==> src/rtl/booth_multiplier_seq.sv <==
// Sequential radix-2 Booth multiplier, one Booth step per clock.
// Operands are extended to WIDTH+1 bits so that one signed Booth core covers
// both signed and unsigned multiplies exactly. The accumulator carries one
// extra guard bit, so even the most-negative operand pairs never overflow.
// Handshake: start is accepted in IDLE or DONE. busy is high during RUN.
// done pulses for the single cycle in which P holds a fresh product.
module booth_multiplier_seq #(
  parameter int WIDTH = 8
) (
  input  logic               clock,
  input  logic               reset,
  input  logic               start,
  input  logic               signed_mode,
  input  logic [WIDTH-1:0]   A,
  input  logic [WIDTH-1:0]   B,
  output logic [2*WIDTH-1:0] P,
  output logic               busy,
  output logic               done
);

  // Extended operand width, accumulator width (extra guard bit), step counter width
  localparam int EW = WIDTH + 1;
  localparam int AW = WIDTH + 2;
  localparam int CW = $clog2(WIDTH + 2);
  localparam int SW = AW + EW + 1;

  typedef enum logic [1:0] {
    IDLE,
    RUN,
    DONE
  } state_t;

  state_t          state;
  logic [EW-1:0]   m;
  logic [AW-1:0]   acc;
  logic [EW-1:0]   q;
  logic            qm1;
  logic [CW-1:0]   count;

  logic [EW-1:0]   extA;
  logic [EW-1:0]   extB;
  logic [AW-1:0]   mExt;
  logic [AW-1:0]   sum;
  logic [SW-1:0]   shifted;
  logic [AW-1:0]   accNext;
  logic [EW-1:0]   qNext;
  logic            qm1Next;
  logic [2*WIDTH-1:0] productNext;
  logic            lastStep;
  logic            accept;

  // Sign- or zero-extend the incoming operands depending on the requested mode
  assign extA = {signed_mode & A[WIDTH-1], A};
  assign extB = {signed_mode & B[WIDTH-1], B};

  // The multiplicand is sign-extended once more to line up with the guarded accumulator
  assign mExt = {m[EW-1], m};

  // Booth decode of {q[0], q_m1}: add, subtract or pass the multiplicand
  always_comb begin
    sum = acc;
    case ({q[0], qm1})
      2'b01:   sum = acc + mExt;
      2'b10:   sum = acc - mExt;
      default: sum = acc;
    endcase
  end

  // Arithmetic right shift of {sum, q, q_m1}: the old q_m1 falls off the end
  assign shifted     = {sum[AW-1], sum, q};
  assign accNext     = shifted[SW-1:EW+1];
  assign qNext       = shifted[EW:1];
  assign qm1Next     = shifted[0];
  assign productNext = shifted[2*WIDTH:1];

  // The step taken while count equals WIDTH is the (WIDTH+1)th and final one
  assign lastStep = (count == CW'(WIDTH));
  assign accept   = start && ((state == IDLE) || (state == DONE));

  // Control FSM and Booth datapath, with registered busy/done/P
  always_ff @(posedge clock or posedge reset) begin
    if (reset) begin
      state <= IDLE;
      m     <= '0;
      acc   <= '0;
      q     <= '0;
      qm1   <= 1'b0;
      count <= '0;
      P     <= '0;
      busy  <= 1'b0;
      done  <= 1'b0;
    end else begin
      case (state)
        IDLE, DONE: begin
          done <= 1'b0;
          if (accept) begin
            m     <= extA;
            q     <= extB;
            acc   <= '0;
            qm1   <= 1'b0;
            count <= '0;
            busy  <= 1'b1;
            state <= RUN;
          end else begin
            busy  <= 1'b0;
            state <= IDLE;
          end
        end
        RUN: begin
          acc   <= accNext;
          q     <= qNext;
          qm1   <= qm1Next;
          count <= count + CW'(1);
          if (lastStep) begin
            P     <= productNext;
            busy  <= 1'b0;
            done  <= 1'b1;
            state <= DONE;
          end
        end
        default: begin
          busy  <= 1'b0;
          done  <= 1'b0;
          state <= IDLE;
        end
      endcase
    end
  end

endmodule

==> config.mk <==
export PLATFORM = sky130hd
export DESIGN_NAME = booth_multiplier_seq
export DESIGN_NICKNAME = d
export VERILOG_FILES = /design/src/rtl/booth_multiplier_seq.sv
export SDC_FILE = /design/constraint.sdc
export NUM_CORES = 1
export LEC_CHECK = 0
export ABC_AREA = 1
export BUFFER_PORTS_ARGS = -buffer_cell sky130_fd_sc_hd__buf_2
export CELL_PAD_IN_SITES_DETAIL_PLACEMENT = 0
export CELL_PAD_IN_SITES_GLOBAL_PLACEMENT = 2
export CORE_MARGIN = 8
export CORE_UTILIZATION = 37
export DETAILED_ROUTE_END_ITERATION = 10
export HOLD_SLACK_MARGIN = 0.15
export PLACE_DENSITY = 0.89
export SYNTH_ARGS = -nofsm -noshare
export SYNTH_HDL_FRONTEND = slang
export SYNTH_SLANG_ARGS = --single-unit
==> constraint.sdc <==
create_clock -name clock -period 3.9 [get_ports clock]
set_input_delay 0.39 -clock clock [delete_from_list [all_inputs] [get_ports clock]]
set_output_delay 0.39 -clock clock [all_outputs]
set_load 0.02 [all_outputs]
==> impl_metrics.env <==
export IMPL_status="finished, final reports clean"
export IMPL_routed_wl_um=6540
export IMPL_syn_num_nets=388
export IMPL_avgSynthCellArea_sq_um=8.08
export IMPL_antenna_found_initial=0
export IMPL_crit_buf_inv=4
export IMPL_netlist_top_cells_area="dfrtp_1 (45%), nand2_1 (16%), inv_1 (6.2%)"
export IMPL_cts_resized=0
export IMPL_setup_viol=0
export IMPL_port_buffers=37
export IMPL_crit_path_frequent_cell="inv_1"
export IMPL_finalSetupTns_ns=0
export IMPL_cp_slowest_cell="dfrtp_1"
export IMPL_cts_tree="done"
export IMPL_rows=32
export IMPL_cts_post_setup_buffers_inserted=0
export IMPL_ys_seq_area_frac=0.446
export IMPL_yosysUniqueCellTypes=36
export IMPL_clkLatencyLatePin_ns=0.32
export IMPL_maxSlewViolCount=0
export IMPL_dp_hpwl_um=5050
export IMPL_synth_cells=354
export IMPL_synth_warnings=0
export IMPL_synth_edf_count=0
export IMPL_dr_pass1_iters=4
export IMPL_rsz0062_at_grt="false"
export IMPL_grt_max_degree=28
export IMPL_synth_flop_cell="dfrtp_1"
export IMPL_core_area_sq_mm=0.00761
export IMPL_synth_most_common_cell="nand2_1"
export IMPL_drtAntennaViolNets=0
export IMPL_area_growth_synth_to_final_pct=13.1
export IMPL_cpPeakStageDelay_ns=0.40
export IMPL_synth_top_cells_by_count="nand2_1 (119), dfrtp_1 (51), inv_1 (47), nand3_1 (17), o21ai_0 (16)"
export IMPL_first_global_vias=2437
export IMPL_fin_crit_sh=0.665
export IMPL_grt_pass1_wl_um=11700
export IMPL_synthesis_area_sq_mm=0.00286
export IMPL_die_area_sq_mm=0.0108
export IMPL_hp_start="A[2]"
export IMPL_cts_made_buffers=5
export IMPL_wl_per_cell_um=13.2
export IMPL_rr_startpoint="m[0]$_DFFE_PP0P_"
export IMPL_drc=0
export IMPL_cp_end_kind="register"
export IMPL_critical_path_arrival_ns=2.81
export IMPL_min_path_type="in -> reg"
export IMPL_htreeDepth=2
export IMPL_max_freq_ghz=0.385
export IMPL_maxSlewHeadroom=0.572
export IMPL_async_flop_share=1.00
export IMPL_io_pins=38
export IMPL_die_w_um=104
export IMPL_cp_cell_sequence="inv_1 -> ha_1 -> inv_1 -> nor2_1 -> inv_1 -> o21ai_0 -> xnor2_1 -> inv_1 -> ha_1 -> a21oi_2 -> nor2_1 -> nor2_2 -> nand3_1 -> nand3_1 -> nand2_1 -> nand2_1 -> nand2_1"
export IMPL_critPathLaunchType="register"
export IMPL_crit_start="m[0]$_DFFE_PP0P_"
export IMPL_grt_total_usage=0.131
export IMPL_fin_nets=426
export IMPL_clk_path_buf_depth=2
export IMPL_post_route_min_period_ns=2.59
export IMPL_cts_sinks=51
export IMPL_vias=2333
export IMPL_critPathKind="reg -> reg"
export IMPL_n_fill_cell=803
export IMPL_n_antenna_cell=0
export IMPL_clk_pin_slew_ns=0.10
export IMPL_hold_viol_final=0
export IMPL_crit_family="simple AND/OR/NAND/NOR gates"
export IMPL_synth_seq_cells=51
export IMPL_maxCapViolCount=0
export IMPL_yosysTopAreaCell="dfrtp_1"
export IMPL_die_h_um=104
export IMPL_drtIter0Drc=116
export IMPL_clock_skew_ns=0.00699
export IMPL_cp_max_fo=5
export IMPL_netlist_area_leader_share=0.446
export IMPL_cts_root_buffer="clkbuf_8"
export IMPL_routabilityCongestion=0.830
export IMPL_worstMarginPinSlew_ns=0.641
export IMPL_cp_required_ns=4.11
export IMPL_start_util=0.376
export IMPL_post_route_cells_drive_above_1_share=0.186
export IMPL_detail_route_vias_per_cell=4.71
export IMPL_grt_ovfl_total=0
-- timing repair --
action                                  4_1_cts  5_1_grt
endpoints found under the hold margin        26        0
hold buffers                                  1        0
endpoints found under the setup margin        0        0
-- worst min-delay path: cells and delay by family --
family,cells,cell delay [ns]
buffers and inverters,1,0.07
and+or+nand+nor,2,0.08
-- placed cells by master (no fill, tap or decap), types with 2 or more instances in the layout --
cell type	Yosys	final
dfrtp_1	51	51
xor2_1	6	6
nor2_1	10	10
o21ai_0	16	16
inv_2	6	7
or2_1	2	2
ha_1	13	13
a21oi_1	9	9
clkbuf_8	0	5
o21ai_1	2	2
o21ai_2	10	10
o211ai_1	3	3
o221ai_1	7	7
nand3_1	17	17
nor2_2	3	3
buf_2	5	37
inv_1	47	46
xnor2_1	2	2
nand2_2	2	2
o21a_1	2	2
nand2_1	119	119
o22ai_1	6	6
-- layer usage --
layer | vias up | global-route usage | wire (um)
li1 | 1208 | - | -
met1 | 1072 | 0.166 | 3140
met2 | 48 | 0.213 | 3050
met3 | 5 | 0.0372 | 276
met4 | 0 | 0.0372 | 74
met5 | - | 0 | 0
-- worst paths after layout --
path / to / slack, ns / cells past startpoint
min: m[2]$_DFFE_PP0P_ / 0.26 / 3
max: P[15]$_DFFE_PP0P_ / 1.31 / 17
min reg2reg: P[0]$_DFFE_PP0P_ / 0.48 / 2
max in group asynchronous: P[9]$_DFFE_PP0P_ / 2.47 / 4
min in group asynchronous: m[5]$_DFFE_PP0P_ / 0.67 / 3
max reg2reg: P[15]$_DFFE_PP0P_ / 1.31 / 17
-- sequential cells by signal, summed over array words and instances, names as in the netlist --
register	flops
acc	9
done	1
m	9
count	4
qm1	1
P	16
state	1
q	9
busy	1
-- stage by stage --
stage,worst slack [ns],std cells,area (sq um),hold WS [ns],utilization
2_1_floorplan,1.62,354,2860,0.460,-
3_3_place_gp,1.27,486,3130,0.459,0.411
3_5_place_dp,1.29,486,3130,0.463,0.411
4_1_cts,1.27,495,3230,0.243,0.425
5_1_grt,0.930,495,3230,0.258,0.425
6_report,1.31,495,3230,0.260,0.425
-- kinds of logic (layout without fill, tap and decap cells) --
logic type	after synthesis	after routing	share of synthesized area
AND/OR/NAND/NOR	159	159	0.236
buffers and inverters	62	101	0.0897
AO/OA/AOI/OAI	60	60	0.140
flip-flops	51	51	0.446
adder cells (fa/ha/maj)	14	14	0.0639
XOR/XNOR	8	8	0.0245
-- area by class of cell --
type | instances | area (sq um) | share of cell area
clock inverter | 3 | 27.5 | 0.00851
tap | 102 | 128 | 0.0395
timing repair buffer | 39 | 203 | 0.0627
clock buffer | 5 | 68.8 | 0.0213
multi-input combinational | 241 | 1330 | 0.410
inverter | 54 | 205 | 0.0634
sequential | 51 | 1280 | 0.395
Power is not shown: default switching activity piles up to over one toggle a cycle in this logic, so the estimate is an artifact.
